==> config.mk <==
export PLATFORM = sky130hd
export DESIGN_NAME = shift_unit_flat
export DESIGN_NICKNAME = d
export VERILOG_FILES = /design/src/rtl/cpu_pkg.sv /design/src/rtl/shift_unit_if.sv /design/src/rtl/ror.sv /design/src/rtl/shift_unit.sv /design/src/flat_wrapper.sv
export SDC_FILE = /design/constraint.sdc
export NUM_CORES = 1
export LEC_CHECK = 0
export BUFFER_PORTS_ARGS = -buffer_cell sky130_fd_sc_hd__buf_4
export CAP_MARGIN = 15
export CELL_PAD_IN_SITES_DETAIL_PLACEMENT = 0
export CELL_PAD_IN_SITES_GLOBAL_PLACEMENT = 1
export CORE_MARGIN = 10
export CORE_UTILIZATION = 48
export DETAILED_ROUTE_END_ITERATION = 6
export PLACE_DENSITY_LB_ADDON = 0.1
export SLEW_MARGIN = 25
export SYNTH_ARGS = -nofsm -noshare
export SYNTH_HDL_FRONTEND = slang
export SYNTH_SLANG_ARGS = --single-unit
==> constraint.sdc <==
create_clock -name clk -period 13.82 [get_ports clk]
set_input_delay 1.382 -clock clk [delete_from_list [all_inputs] [get_ports clk]]
set_output_delay 1.382 -clock clk [all_outputs]
set_load 0.1 [all_outputs]
==> src/rtl/cpu_pkg.sv <==
// -----------------------------------------------------------------------------
// cpu_pkg
// Shared constants and types for the RISC5 execute-path shift unit.
//   XLEN / SHW      : operand width and shift-count width
//   sh_op_e         : shift opcode encoding (2'b11 is reserved and behaves as ROR)
//   sh_req_t        : operand bundle held in stage A
//   lsl_rot_amt()   : converts a left-shift count into the equivalent right
//                     rotate amount for the shared rotator
// -----------------------------------------------------------------------------
package cpu_pkg;

    localparam int XLEN = 32;
    localparam int SHW  = 5;

    typedef enum logic [1:0] {
        SH_LSL = 2'b00,
        SH_ASR = 2'b01,
        SH_ROR = 2'b10,
        SH_RSV = 2'b11
    } sh_op_e;

    typedef struct packed {
        sh_op_e            op;
        logic [XLEN-1:0]   value;
        logic [SHW-1:0]    shcnt;
    } sh_req_t;

    // Rotating right by (32 - n) mod 32 is the same as rotating left by n.
    function automatic logic [SHW-1:0] lsl_rot_amt(input logic [SHW-1:0] cnt);
        return ~cnt + SHW'(1);
    endfunction

endpackage

==> src/rtl/shift_unit_if.sv <==
// -----------------------------------------------------------------------------
// shift_unit_if
// Operand-side and result-side handshakes of the shift unit, plus flush.
//   master : the issuing / consuming side (execute control, writeback mux)
//   slave  : the shift unit itself
// Signals:
//   flush                          drop everything in flight
//   in_valid/in_ready              operand handshake
//   in_op/in_value/in_shcnt        operation, operand, shift count
//   out_valid/out_ready            result handshake
//   out_res/out_n/out_z            result and its N/Z flags
// -----------------------------------------------------------------------------
interface shift_unit_if;
    import cpu_pkg::*;

    logic                flush;
    logic                in_valid;
    logic                in_ready;
    logic [1:0]          in_op;
    logic [XLEN-1:0]     in_value;
    logic [SHW-1:0]      in_shcnt;
    logic                out_valid;
    logic                out_ready;
    logic [XLEN-1:0]     out_res;
    logic                out_n;
    logic                out_z;

    modport master (
        output flush, in_valid, in_op, in_value, in_shcnt, out_ready,
        input  in_ready, out_valid, out_res, out_n, out_z
    );

    modport slave (
        input  flush, in_valid, in_op, in_value, in_shcnt, out_ready,
        output in_ready, out_valid, out_res, out_n, out_z
    );

endinterface

==> src/rtl/ror.sv <==
// -----------------------------------------------------------------------------
// ror
// Purely combinational 32-bit rotate-right, built as a log2 barrel of
// conditional rotate-by-2^k stages.
//   value : operand
//   amt   : rotate amount, 0..31
//   rot   : value rotated right by amt
// -----------------------------------------------------------------------------
module ror
    import cpu_pkg::*;
(
    input  logic [XLEN-1:0] value,
    input  logic [SHW-1:0]  amt,
    output logic [XLEN-1:0] rot
);

    logic [SHW:0][XLEN-1:0] stg;

    assign stg[0] = value;

    for (genvar k = 0; k < SHW; k++) begin : g_stage
        localparam int S = 1 << k;
        assign stg[k+1] = amt[k] ? {stg[k][S-1:0], stg[k][XLEN-1:S]} : stg[k];
    end

    assign rot = stg[SHW];

endmodule

==> src/rtl/shift_unit.sv <==
// -----------------------------------------------------------------------------
// shift_unit
// Two-stage pipelined LSL / ASR / ROR unit. Stage A registers the operand,
// the shared rotator plus fill masks sit between A and B, and stage B
// registers the result with its N/Z flags for the writeback mux.
// Ports:
//   clk  : clock, rising edge
//   rst  : asynchronous active-high reset
//   sh   : shift_unit_if.slave (operand handshake, result handshake, flush)
// -----------------------------------------------------------------------------
module shift_unit
    import cpu_pkg::*;
(
    input  logic          clk,
    input  logic          rst,
    shift_unit_if.slave   sh
);

    // Stage A
    logic             a_valid_q, a_valid_d;
    sh_req_t          a_q, a_d;

    // Stage B
    logic             b_valid_q, b_valid_d;
    logic [XLEN-1:0]  res_q, res_d;
    logic             n_q, n_d;
    logic             z_q, z_d;

    // Handshake
    logic             b_adv;
    logic             in_ready;
    logic             a_load;
    logic             b_load;

    // Datapath between A and B
    logic [SHW-1:0]   rc;
    logic [XLEN-1:0]  rot;
    logic [XLEN-1:0]  lo_mask;
    logic [XLEN-1:0]  hi_mask;
    logic [XLEN-1:0]  sign_fill;
    logic [XLEN-1:0]  shift_res;

    // ---------------------------------------------------------------------
    // Handshake and pipeline control. in_ready depends only on state and
    // out_ready, never on in_valid.
    // ---------------------------------------------------------------------
    always_comb begin
        b_adv    = ~b_valid_q | sh.out_ready;
        in_ready = ~a_valid_q | b_adv;
        // A flush also refuses a same-cycle operand and freezes the data regs.
        a_load   = sh.in_valid & in_ready & ~sh.flush;
        b_load   = a_valid_q & b_adv & ~sh.flush;
    end

    // ---------------------------------------------------------------------
    // Rotate + mask datapath. The masks depend only on the count, so they
    // resolve in parallel with the rotator.
    // ---------------------------------------------------------------------
    always_comb begin
        rc = (a_q.op == SH_LSL) ? lsl_rot_amt(a_q.shcnt) : a_q.shcnt;
    end

    ror u_ror (
        .value (a_q.value),
        .amt   (rc),
        .rot   (rot)
    );

    always_comb begin
        // lo_mask: bits below the count; hi_mask: top `count` bits.
        // Both are zero when the count is zero.
        lo_mask   = ~({XLEN{1'b1}} << a_q.shcnt);
        hi_mask   = ~({XLEN{1'b1}} >> a_q.shcnt);
        sign_fill = {XLEN{a_q.value[XLEN-1]}};
        case (a_q.op)
            SH_LSL:  shift_res = rot & ~lo_mask;
            SH_ASR:  shift_res = (rot & ~hi_mask) | (hi_mask & sign_fill);
            default: shift_res = rot;   // ROR and the reserved encoding
        endcase
    end

    // ---------------------------------------------------------------------
    // Next-state
    // ---------------------------------------------------------------------
    always_comb begin
        a_valid_d = a_valid_q;
        a_d       = a_q;
        b_valid_d = b_valid_q;
        res_d     = res_q;
        n_d       = n_q;
        z_d       = z_q;

        if (sh.flush) begin
            a_valid_d = 1'b0;
            b_valid_d = 1'b0;
        end else begin
            if (in_ready) a_valid_d = sh.in_valid;
            if (b_adv)    b_valid_d = a_valid_q;
        end

        if (a_load) begin
            a_d.op    = sh_op_e'(sh.in_op);
            a_d.value = sh.in_value;
            a_d.shcnt = sh.in_shcnt;
        end

        if (b_load) begin
            res_d = shift_res;
            n_d   = shift_res[XLEN-1];
            z_d   = (shift_res == '0);
        end
    end

    always_ff @(posedge clk or posedge rst) begin
        if (rst) begin
            a_valid_q <= 1'b0;
            a_q       <= '0;
            b_valid_q <= 1'b0;
            res_q     <= '0;
            n_q       <= 1'b0;
            z_q       <= 1'b0;
        end else begin
            a_valid_q <= a_valid_d;
            a_q       <= a_d;
            b_valid_q <= b_valid_d;
            res_q     <= res_d;
            n_q       <= n_d;
            z_q       <= z_d;
        end
    end

    assign sh.in_ready  = in_ready;
    assign sh.out_valid = b_valid_q;
    assign sh.out_res   = res_q;
    assign sh.out_n     = n_q;
    assign sh.out_z     = z_q;

endmodule

==> src/flat_wrapper.sv <==
// flat-port wrapper written by rule: the top's interface ports become plain ports
module shift_unit_flat import cpu_pkg::*;
  (clk, rst, sh_flush, sh_in_valid, sh_in_op, sh_in_value, sh_in_shcnt, sh_out_ready, sh_in_ready, sh_out_valid, sh_out_res, sh_out_n, sh_out_z);
  shift_unit_if sh_i ();
  input  logic clk;
  input  logic rst;
  input wire logic [$bits(sh_i.flush)-1:0] sh_flush;
  input wire logic [$bits(sh_i.in_valid)-1:0] sh_in_valid;
  input wire logic [$bits(sh_i.in_op)-1:0] sh_in_op;
  input wire logic [$bits(sh_i.in_value)-1:0] sh_in_value;
  input wire logic [$bits(sh_i.in_shcnt)-1:0] sh_in_shcnt;
  input wire logic [$bits(sh_i.out_ready)-1:0] sh_out_ready;
  output wire logic [$bits(sh_i.in_ready)-1:0] sh_in_ready;
  output wire logic [$bits(sh_i.out_valid)-1:0] sh_out_valid;
  output wire logic [$bits(sh_i.out_res)-1:0] sh_out_res;
  output wire logic [$bits(sh_i.out_n)-1:0] sh_out_n;
  output wire logic [$bits(sh_i.out_z)-1:0] sh_out_z;
  assign sh_i.flush = sh_flush;
  assign sh_i.in_valid = sh_in_valid;
  assign sh_i.in_op = sh_in_op;
  assign sh_i.in_value = sh_in_value;
  assign sh_i.in_shcnt = sh_in_shcnt;
  assign sh_i.out_ready = sh_out_ready;
  assign sh_in_ready = sh_i.in_ready;
  assign sh_out_valid = sh_i.out_valid;
  assign sh_out_res = sh_i.out_res;
  assign sh_out_n = sh_i.out_n;
  assign sh_out_z = sh_i.out_z;
  shift_unit u_core (.clk(clk), .rst(rst), .sh(sh_i));
endmodule
==> results.cfg <==
[status]
outcome = completed

[place]
place_ws_ns = 8.14
place.port_buffers = 79
gp_congestion = 0.956
post-dp-hpwl_um = 14600

[floorplan]
core_area_sq_mm = 0.0116
die_w_um = 129
fp-row-count = 39
die_y_um = 129
io_pins = 80
dieArea_sq_mm = 0.0167
initial_core_util_pct = 49.5

[critical_path]
path_cells = clkinv_1 > ha_1 > ha_1 > mux2_4 > mux4_2 > mux4_2 > a221o_1 > or4_1 > or4b_1 > or4_1 > o31ai_2
cp.arrival_ns = 5.91
path_max_fanout = 32
worstReg2RegEnd = u_core.sh.out_z
crit_path_start_kind = register
critical_path.endpoint = u_core.sh.out_z
crit_slowest_cell = dfrtp_2
r2r_slack_ns = 8.16
r2r_cells = 11
startpoint = u_core.a_q[0]
crit_type = register to register
r2r_start = u_core.a_q[0]
cpPeakStageDelay_ns = 0.94
required_ns = 14.08
end_kind = register

[layout]
register_area_sq_mm = 0.00185
drive_gt1_share_pct = 30.5
nFillCells = 1046
multi_input_area_sq_mm = 0.00367
fin_nets = 716
num_antenna_cells = 0
area_delta_synth_final_pct = 17.3
final_util_pct = 58.1

[route]
post_drt_wl_per_cell_um = 23.4
viasPerCell = 6.64
first_iter_violations = 606
ant_nets = 0
drc = 0
wl_um = 19100
vias = 5418
drtPass1Iterations = 5

[timing]
slew_violations = 0
final.min_clock_period_ns = 5.66
fin_crit_sh_pct = 40.9
setup_viol = 0
rsz0062_at_grt = no
worst_slack_ns = 8.16
hold_viol = 0
fin_setup_tns_ns = 0
timing.fmax_mhz = 177
tightest_slew_ns = 0.966
slew_headroom_pct = 35.6
clock_skew_ns = 0.00952

[yosys]
synth_xor_area_share_pct = 0.306
ys_types = 57
synth_nets = 663
synthMuxAreaShare_pct = 26.8
synthCells = 615
synth-seq-area-share_pct = 32.3
synth-seq-cells = 74
async_flop_share_pct = 100
synth_edf_count = 0
synth_top_family_by_area = multiplexers
syn_area_sq_mm = 0.00573
synth_compound_area_share_pct = 18.9
synthAdderAreaFrac_pct = 0.874
avgSynthCellArea_sq_um = 9.31
yosysWarnings = 0
ys.flop_type = dfrtp_1
yosys.area_share.simple_pct = 16.8

[clocking]
clockBufferDepth = 2
clk_pin_slew_ns = 0.06
cts-buffers-inserted = 9
clkSinkCount = 74
tritoncts = built
ctsResizeCount = 0
cts_hold_buf = 0
cts-htree-levels = 3
root_buffer = clkbuf_16
insertion_delay_ns = 0.35
postCtsSetupRepairBufs = 0

[global_route]
antenna_found_initial = 0
grt_max_degree = 75
grt_pass1_vias = 5473
grt_first_pass_wirelength_um = 30400
grt_overflow_total = 0
grt_usage_pct = 23.2

[power]
powerDensity_mw_per_mm2 = 242
vdd_drop_max_mv = 0.119
leakage_nw = 2.91

[hold_path]
hp-class = register to register

[run]
cap_violations = 0
[critical path: cells and delay by family, from the launching register on]
kind | cells | cell delay, ns
buffers and inverters | 1 | 0.49
muxes | 3 | 1.52
and+or+nand+nor | 3 | 1.41
DFF | 1 | 0.94
adders and majority gates | 2 | 0.67
AOI/OAI and AO/OA | 2 | 0.53
[sequential cells by signal (all words and copies together) (netlist names)]
| signal | cells |
|---|---|
| u_core.sh.out_n | 1 |
| u_core.sh.out_valid | 1 |
| u_core.sh.out_res | 31 |
| u_core.a_q | 39 |
| u_core.sh.out_z | 1 |
| u_core.a_valid_q | 1 |
[cells in the final DEF (no fill, tap or decap), types with 3 or more instances in the layout]
cell / n
nand2b_1: 7
mux2i_1: 9
a22o_1: 6
a22oi_1: 32
mux4_2: 43
o22a_1: 6
dfrtp_1: 73
nor3_1: 8
mux2_2: 40
nand3_1: 5
nor2b_1: 7
and2_1: 3
a21oi_1: 27
a31oi_1: 6
ha_1: 4
buf_4: 92
nand2_1: 119
inv_1: 7
or3_1: 3
o31ai_1: 3
a221oi_1: 8
o21ai_0: 31
nor2_1: 57
clkbuf_16: 9
o22ai_1: 13
or4_1: 4
o221a_2: 3
[kinds of logic after synthesis]
logic type,after synthesis
AOI/OAI and AO/OA,158
and+or+nand+nor,224
DFF,74
adders and majority gates,4
xor gates and xnor gates,2
muxes,94
buffers and inverters,59
[worst min-delay path by stage]
stage	from	end	slack, ns	depth (start not counted)
6_report	u_core.sh.out_res[9]	u_core.sh.out_res[9]	0.47	2
5_1_grt	u_core.sh.out_res[21]	u_core.sh.out_res[21]	0.49	2
4_1_cts	u_core.sh.out_res[9]	u_core.sh.out_res[9]	0.48	2
3_5_place_dp	u_core.sh.out_res[9]	u_core.sh.out_res[9]	0.47	2
3_3_place_gp	u_core.sh.out_res[16]	u_core.sh.out_res[16]	0.46	2
2_1_floorplan	u_core.a_valid_q	u_core.sh.out_valid	0.52	2
[Yosys cell counts, types with 3 or more instances]
cell	instances	area share [%]
or4_1	4	0.52
a22oi_1	32	4.2
nor2_1	57	3.7
nand2_1	119	7.8
buf_1	10	0.66
nor3_1	9	0.79
and2_1	3	0.33
clkbuf_1	36	2.4
a31oi_1	6	0.66
o31ai_1	3	0.39
a221oi_1	8	1.2
dfrtp_1	74	32
mux4_2	43	17
mux2_2	40	7.9
a21oi_1	28	2.4
o22ai_1	13	1.4
ha_1	4	0.87
a22o_1	6	0.92
inv_1	8	0.52
nor2b_1	7	0.76
buf_2	3	0.26
or3_1	3	0.33
nand3_1	5	0.44
o22a_1	6	0.92
nand2b_1	7	0.76
mux2i_1	9	1.6
o221a_2	3	0.59
o21ai_0	31	2.7
[layer usage]
metal  GRT usage [%]  vias up  routed length [um]
met3            4.00       44                1440
met1            28.8     2692                7660
li1                -     2416                   -
met4            11.9        0                 784
met2            38.1      266                9210
met5               0        -                   0
[power by group]
group	internal, mW	total, mW	switching, mW
combinational	0.316	1.05	0.734
clock	0.140	0.236	0.0960
sequential	0.279	0.339	0.0594
[cell type report]
cell class	instances	share of cell area, %
clock inverters	6	0.968
flip-flops and latches	74	27.6
clock buffers	10	3.41
repair buffers	92	10.3
inverters	9	0.503
well taps	143	2.66
multi-input cells	482	54.6
[per-stage QoR]
stage / hold slack, ns / std cells / total power [mW] / cell area (sq um)
floorplan: 0.517 / 615 / 1.11 / 5730
global placement: 0.462 / 800 / 1.37 / 6420
detailed placement: 0.466 / 800 / 1.38 / 6420
CTS: 0.480 / 816 / 1.62 / 6720
global route: 0.490 / 816 / 1.70 / 6720
finish: 0.474 / 816 / 1.62 / 6720
No activity file was read; power rests on OpenSTA's default activity.
